## config.mk

```make
export PLATFORM = sky130hd
export DESIGN_NAME = instr_encode_loader
export DESIGN_NICKNAME = d
export VERILOG_FILES = /design/src/rtl/instr_encode_loader.sv
export SDC_FILE = /design/constraint.sdc
export NUM_CORES = 1
export LEC_CHECK = 0
export BUFFER_PORTS_ARGS = -buffer_cell sky130_fd_sc_hd__buf_2
export CORE_MARGIN = 8
export CORE_UTILIZATION = 38
export CTS_CLUSTER_DIAMETER = 80
export DETAILED_ROUTE_END_ITERATION = 7
export REMOVE_ABC_BUFFERS = 1
export SKIP_LAST_GASP = 1
export SLEW_MARGIN = 25
export SYNTH_ARGS = -nofsm -noshare
export SYNTH_HDL_FRONTEND = slang
export SYNTH_SLANG_ARGS = --single-unit
```

## constraint.sdc

```tcl
create_clock -name clk -period 2.6 [get_ports clk]
set_clock_uncertainty 0.05 [all_clocks]
set_input_delay 0.13 -clock clk [delete_from_list [all_inputs] [get_ports clk]]
set_output_delay 0.13 -clock clk [all_outputs]
set_load 0.02 [all_outputs]
```

## src/rtl/instr_encode_loader.sv

```systemverilog
// -----------------------------------------------------------------------------
// instr_encode_loader
//
// Packs instruction field bundles into the 19-bit word format unpacked by the
// ID stage and writes them sequentially into instruction memory starting at a
// programmable base address. Keeps word / branch counts and sticky error flags
// so software can cross-check what was loaded against ID branch prediction.
//
// Ports
//   clk, rst            clock, synchronous active-high reset
//   start, base_addr    open a load session (honoured in IDLE/DONE), first addr
//   in_valid/in_ready   field bundle handshake; in_last closes the session
//   in_fmt              0 = R-format, 1 = I-format
//   in_opcode, in_rd, in_rs1, in_rs2, in_imm   instruction fields
//   imem_we/addr/wdata  registered instruction-memory write port
//   busy, done          LOAD / DONE state indicators
//   word_count          words written this session
//   branch_count        branch-opcode words written this session
//   err_imm             sticky: I-format imm[14] disagreed with opcode[0]
//   err_ovf             sticky: a bundle arrived after DEPTH words were written
// -----------------------------------------------------------------------------
module instr_encode_loader #(
    parameter int ADDR_W = 8,
    parameter int DEPTH  = 256
) (
    input  logic              clk,
    input  logic              rst,

    input  logic              start,
    input  logic [ADDR_W-1:0] base_addr,

    input  logic              in_valid,
    output logic              in_ready,
    input  logic              in_last,
    input  logic              in_fmt,
    input  logic [4:0]        in_opcode,
    input  logic [2:0]        in_rd,
    input  logic [2:0]        in_rs1,
    input  logic [2:0]        in_rs2,
    input  logic [14:0]       in_imm,

    output logic              imem_we,
    output logic [ADDR_W-1:0] imem_addr,
    output logic [18:0]       imem_wdata,

    output logic              busy,
    output logic              done,
    output logic [ADDR_W:0]   word_count,
    output logic [ADDR_W:0]   branch_count,
    output logic              err_imm,
    output logic              err_ovf
);

    typedef enum logic [1:0] {
        S_IDLE = 2'd0,
        S_LOAD = 2'd1,
        S_DONE = 2'd2
    } state_t;

    localparam logic [ADDR_W:0] LP_DEPTH = (ADDR_W+1)'(DEPTH);

    state_t             r_state;
    state_t             w_state_nxt;

    logic               r_we;
    logic [ADDR_W-1:0]  r_addr;
    logic [18:0]        r_wdata;
    logic [ADDR_W-1:0]  r_ptr;
    logic [ADDR_W:0]    r_word_count;
    logic [ADDR_W:0]    r_branch_count;
    logic               r_err_imm;
    logic               r_err_ovf;

    logic               w_ready;
    logic               w_busy;
    logic               w_done;
    logic               w_accept;
    logic               w_conflict;
    logic               w_full;
    logic               w_write;
    logic               w_enter_load;
    logic               w_is_branch;
    logic [18:0]        w_pack;

    // ------------------------------------------------------------------
    // Field packing
    // ID reads the I-format immediate as bits [14:0], so imm[14] overlaps
    // opcode[0]; a bundle whose imm[14] disagrees cannot be encoded.
    // ------------------------------------------------------------------
    always_comb begin
        if (in_fmt) begin
            w_pack = {in_opcode, in_imm[13:0]};
        end else begin
            w_pack = {in_opcode, in_rd, in_rs1, in_rs2, 5'b00000};
        end
    end

    assign w_conflict  = in_fmt && (in_imm[14] != in_opcode[0]);
    assign w_is_branch = (in_opcode == 5'b01010) ||
                         (in_opcode == 5'b01011) ||
                         (in_opcode == 5'b01100);

    assign w_accept     = in_valid && w_ready;
    assign w_full       = (r_word_count == LP_DEPTH);
    // Overflowing or conflicting bundles are consumed without a write.
    assign w_write      = w_accept && !w_full && !w_conflict;
    assign w_enter_load = start && ((r_state == S_IDLE) || (r_state == S_DONE));

    // ------------------------------------------------------------------
    // FSM: state register
    // ------------------------------------------------------------------
    always_ff @(posedge clk) begin
        if (rst) begin
            r_state <= S_IDLE;
        end else begin
            r_state <= w_state_nxt;
        end
    end

    // ------------------------------------------------------------------
    // FSM: next state and state-decoded outputs
    // ------------------------------------------------------------------
    always_comb begin
        w_state_nxt = r_state;
        w_ready     = 1'b0;
        w_busy      = 1'b0;
        w_done      = 1'b0;
        case (r_state)
            S_IDLE: begin
                if (start) begin
                    w_state_nxt = S_LOAD;
                end
            end
            S_LOAD: begin
                w_ready = 1'b1;
                w_busy  = 1'b1;
                // start is deliberately ignored while loading
                if (w_accept && (in_last || w_full)) begin
                    w_state_nxt = S_DONE;
                end
            end
            S_DONE: begin
                w_done = 1'b1;
                if (start) begin
                    w_state_nxt = S_LOAD;
                end
            end
            default: begin
                w_state_nxt = S_IDLE;
            end
        endcase
    end

    // ------------------------------------------------------------------
    // Write register, pointer, counters and sticky status.
    // Session setup and writes are mutually exclusive (writes only happen
    // in LOAD, setup only from IDLE/DONE), so their updates never collide.
    // ------------------------------------------------------------------
    always_ff @(posedge clk) begin
        if (rst) begin
            r_we           <= 1'b0;
            r_addr         <= '0;
            r_wdata        <= '0;
            r_ptr          <= '0;
            r_word_count   <= '0;
            r_branch_count <= '0;
            r_err_imm      <= 1'b0;
            r_err_ovf      <= 1'b0;
        end else begin
            // one-cycle strobe per accepted, writable bundle
            r_we <= w_write;

            if (w_enter_load) begin
                r_ptr          <= base_addr;
                r_word_count   <= '0;
                r_branch_count <= '0;
                r_err_imm      <= 1'b0;
                r_err_ovf      <= 1'b0;
            end

            if (w_write) begin
                r_addr       <= r_ptr;
                r_wdata      <= w_pack;
                r_ptr        <= r_ptr + ADDR_W'(1);   // wraps at 2^ADDR_W
                r_word_count <= r_word_count + (ADDR_W+1)'(1);
                if (w_is_branch) begin
                    r_branch_count <= r_branch_count + (ADDR_W+1)'(1);
                end
            end

            if (w_accept && w_conflict) begin
                r_err_imm <= 1'b1;
            end
            if (w_accept && w_full) begin
                r_err_ovf <= 1'b1;
            end
        end
    end

    assign in_ready     = w_ready;
    assign busy         = w_busy;
    assign done         = w_done;
    assign imem_we      = r_we;
    assign imem_addr    = r_addr;
    assign imem_wdata   = r_wdata;
    assign word_count   = r_word_count;
    assign branch_count = r_branch_count;
    assign err_imm      = r_err_imm;
    assign err_ovf      = r_err_ovf;

endmodule

```

After elaboration in Yosys (flattened, before gate mapping):

Cells that the tools add are included.

* register bits: 58
* input port bits: 43
* output and inout port bits: 51
* logic and storage cells: 57

* add/subtract/negate cells: 3
* eq/ne operators: 9
* mux-type cells: 16
* reduce and logical (&&, ||, !) cells: 20

Operators by type and width (number)
* 9-bit two-way mux: 5
* 9-bit by 1-bit adder with 9-bit output, second input constant: 2
* 8-bit two-way mux: 2
* 5-bit by 4-bit == test with 1-bit output, second input constant: 3
* 14-bit two-way mux: 1
* 9-bit == test, second input constant: 1
* 8-bit by 1-bit adder with 8-bit output, second input constant: 1
* 1-bit logical AND: 8
* 2-bit nonzero test: 3
* 1-bit two-way mux: 5
* 1-bit logical OR: 4
* 2-bit two-way mux: 2
* 2-bit case mux with 2 select lines: 1
* 2-bit by 1-bit == test with 1-bit output, second input constant: 1
* 2-bit == test, second input constant: 1
* 1-bit zero test: 2
* 2-bit zero test: 1
* 2-bit by 1-bit inequality test with 1-bit output, second input constant: 1
* 2-bit inequality test, second input constant: 1
* 2-bit AND reduction: 1
* 2-bit OR reduction: 1
* 1-bit inequality test: 1

Depth between registers and ports, before layout:

* depth in word-level cells: 6
* gate-level depth with buffers: 9
* mapped depth without buffers: 6

Worst setup path before layout:

OpenSTA, ideal clock, no wires.

* kind: register to register
* start: register r_word_count[0] (netlist: word_count[0])
* end: register r_branch_count[5] (netlist: branch_count[5])
* library setup time: 91 ps
* arrival time: 1927 ps
* data required time: 2459 ps
* setup slack: 532 ps
* cell stages (with the launch flop): 8
* buffers on the path: 1
* clock period less this slack: 2068 ps
* cell sequence: dfxtp_1 -> inv_1 -> ha_1 -> nor4bb_2 -> and2_1 -> buf_2 -> or4_1 -> a311oi_1

* cells in the longest elaborated chain, start to end: 5

Ends and longest elaborated chain
* from (decl): line 69 `logic [ADDR_W:0] r_word_count;`
* from (signal assigned): line 185 `r_word_count <= r_word_count + (ADDR_W+1)'(1);`
* 9-bit == test: line 104 `assign w_full = (r_word_count == LP_DEPTH);`
* 1-bit zero test: line 106 `assign w_write = w_accept && !w_full && !w_conflict;`
* 1-bit logical AND (2 in series): line 106
* 9-bit two-way mux: line 181 `if (w_write) begin`
* to (signal assigned): line 187 `r_branch_count <= r_branch_count + (ADDR_W+1)'(1);`
* to (decl): line 70 `logic [ADDR_W:0] r_branch_count;`

No other way between the ends.
A chain may end at the register's enable or synchronous reset.

Final worst setup path:

* start: register r_word_count[0] (netlist: word_count[0])
* end: register r_ptr[7]

* cells in the longest elaborated chain, start to end: 5
* elaborated cells on any way between the ends: 6
* those cells by class: eq/ne: 1; mux: 1; reduce/logical: 4

Ends and longest elaborated chain
* 9-bit == test (*): line 104
* 1-bit zero test (*): line 106
* 1-bit logical AND (*) (2 in series): line 106
* 8-bit two-way mux / 2-bit nonzero test (equally long branches)
* to (signal assigned): line 174 `r_ptr <= base_addr;`
* to (signal assigned): line 184 `r_ptr <= r_ptr + ADDR_W'(1);`
* to (decl): line 68 `logic [ADDR_W-1:0] r_ptr;`

Every way passes the cells marked *; elsewhere a longest branch is shown, timed or not.

==> impl_metrics.yaml <==
outcome:
  outcome: "completed"
yosys:
  yosys_register_bits: 58
  synth_warnings: 0
  synth-main-ff-cell: "dfxtp_1"
  synth-seq-area-share_pct: 39.51
  ys_types: 52
  async_reset_ff_share_pct: 0
  syn_area_per_cell_sq_um: 8.494
  synth_cells: 346
  mappedNetlistArea_sq_um: 2939
  synth_edf_count: 0
worst_setup_path:
  reg2reg_slack_ns: 0.49
  end_kind: "register"
  critPathRequiredTime_ns: 2.83
  critPathBufInv: 2
  cp_cell_sequence: "inv_1 > ha_1 > nor4bb_2 > and2_1 > buf_4 > or4_1 > a31oi_1"
  cp.arrival_ns: 2.34
  path_class: "reg -> reg"
  crit_fanout: 18
  critPathLaunchType: "register"
  crit_slowest_cell: "or4_1"
  cp_top_family: "simple AND/OR/NAND/NOR gates"
  max_stage_delay_ns: 0.48
cells_and_area:
  seqCellArea_sq_um: 1161
  nNetsFinal: 484
  postLayoutCoreUtil_pct: 49.98
  fillers: 791
  design_area_sq_um: 3802
  syn_to_final_growth_pct: 29.37
  multi_input_area_sq_um: 1614
  layout-drive-gt1-share_pct: 28.28
  diodes: 0
global_routing:
  grt_pass1_vias: 2923
  grt_pass1_wl_um: 14800
  grt_overflow_total: 0
  grt_max_degree: 42
  antenna_found_initial: 0
  gr-usage-all-layers_pct: 16.23
cts:
  cts_buffers: 9
  htreeDepth: 3
  clkTransAtPathRegs_ns: 0.08
  cts_buffer_depth: 2
  cts-root-buf: "clkbuf_8"
  cts.sinks: 58
  clk_latency_ns: 0.35
  cts_tree: "done"
route:
  first_pass_iters: 4
  via_per_inst: 5.551
  drtIter0Drc: 216
  final_antenna_net_count: 0
  wl_um: 9003
  num_vias: 3020
  wire_per_inst_um: 16.55
  drc_errors: 0
sta:
  rsz0062_at_grt: "false"
  setup_slack_ns: 0.4882
  max_freq_mhz: 473.5
  relSlewSlack_pct: 38.33
  setup_violations: 0
  tightest_slew_ns: 0.9250
  period_minus_slack_ns: 2.112
  hold_viol: 0
  finalMaxSlewViolations: 0
  fin_tns_setup_ns: 0
  fin_crit_sh_pct: 81.22
place:
  dpl_worst_slack_ns: 0.5289
  place_congestion: 0.8310
  place_area_sq_um: 3456
  hpwl_um: 6025
  port_buffers: 93
floorplanning:
  start_util_pct: 38.63
  chipWidth_um: 103.9
  pin_count: 94
  die_y_um: 103.9
  die-area_sq_um: 10800
  num_rows: 32
  core_sq_um: 7607
run:
  max_cap_viol_count: 0
pwr:
  p_per_area_nw_per_um2: 559.6
  peakVddDrop_mv: 0.2878
  leakagePower_nw: 1.557
worst_hold_path:
  hold_path.class: "in -> reg"
-- metal layers --
metal	up-vias	global-route usage [%]	share of wire (%)
met1	1419	21.40	47
met2	102	23.97	45
met4	0	5.791	1.6
met5	-	0	0
li1	1489	-	-
met3	10	5.390	6.4
-- layout make-up --
type                            instances  share of cell area (%)
Clock buffer                            9                   3.258
Clock inverter                          7                   2.698
Inverter                                6                  0.5923
Multi-Input combinational cell        250                   42.45
Sequential cell                        58                   30.54
Tap cell                              102                   3.356
Timing Repair Buffer                  112                   17.11
-- metrics by stage --
step	std cells	hold slack [ns]	power (mW)
after detailed placement	516	0.3484	1.182
after CTS	544	0.0009332	2.144
after global routing	544	0.01980	2.214
after global placement	516	0.3395	1.179
final	544	0.01131	2.128
after floorplan	314	0.1491	1.070
-- registers in the layout (all words and copies together) (netlist names), 2 cells and up --
register / cells
branch_count: 9
imem_addr: 8
imem_wdata: 19
r_ptr: 8
r_state: 2
word_count: 9
-- synthesized netlist by cell type, types with 8 or more instances --
master / n / area, sq um
nand3_1: 25 / 125.1
o21ai_0: 21 / 105.1
nor2_1: 12 / 45.04
a211oi_1: 10 / 75.07
clkbuf_1: 24 / 90.09
nand2_1: 18 / 67.56
nand4_1: 12 / 75.07
o2111ai_1: 8 / 70.07
o211ai_1: 10 / 75.07
a21oi_1: 37 / 185.2
nor2b_1: 8 / 50.05
mux2i_1: 11 / 110.1
dfxtp_1: 58 / 1161
-- power by group --
group	internal, mW	switching (mW)
logic	0.0976	0.143
registers	0.914	0.0208
clock network	0.547	0.405
-- worst reg2reg max path: stages, from the launching register on --
cell	delay [ns]
dfxtp_1	0.40
inv_1	0.08
ha_1	0.19
nor4bb_2	0.18
and2_1	0.26
buf_4	0.25
or4_1	0.48
a31oi_1	0.17
-- kinds of logic (layout without fill, tap and decap cells) --
family	Yosys count	in the layout	share of synthesized area [%]
AO/OA/AOI/OAI	118	118	26.40
AND/OR/NAND/NOR	112	112	21.16
flip-flops	58	58	39.51
buffers and inverters	38	134	5.832
multiplexers	13	13	4.513
adder cells (fa/ha/maj)	4	4	1.703
XOR/XNOR	3	3	0.8942
-- layout by cell type, fill, tap and decap left out, drive strengths merged, types with 4 or more instances in the layout --
master | synthesis | final
nor2 | 12 | 12
a31oi | 5 | 5
and3 | 4 | 4
mux2i | 11 | 11
a21oi | 37 | 37
nand2b | 4 | 4
o31ai | 5 | 5
nand2 | 18 | 18
o21ai | 22 | 22
or4 | 4 | 4
inv | 5 | 6
nor3b | 4 | 4
buf | 8 | 100
and2 | 5 | 5
clkinv | 1 | 4
o211ai | 10 | 10
o2111ai | 8 | 8
nor3 | 5 | 5
clkbuf | 24 | 9
o311ai | 4 | 4
nor2b | 8 | 8
nand4 | 12 | 12
dfxtp | 58 | 58
dlygate4sd3 | 0 | 12
nand3 | 25 | 25
a211oi | 10 | 10
ha | 4 | 4
-- what timing repair did --
| action | in CTS | in global routing |
|---|---|---|
| gates resized for setup | 0 | 0 |
| buffers inserted | 0 | 0 |
| hold endpoints to repair | 12 | 0 |
| hold buffers | 12 | 0 |
-- path summary, 6_finish.rpt --
check,from,to,cells after the start
max reg2reg,word_count[0]$_SDFFE_PP0P_,r_ptr[7]$_SDFFE_PP0P_,7
max,word_count[0]$_SDFFE_PP0P_,r_ptr[7]$_SDFFE_PP0P_,7
min reg2reg,imem_addr[3]$_SDFFE_PP0P_,imem_addr[3]$_SDFFE_PP0P_,2
min,in_imm[4],imem_wdata[4]$_SDFFE_PP0P_,3
(Power assumes the default switching activity.)
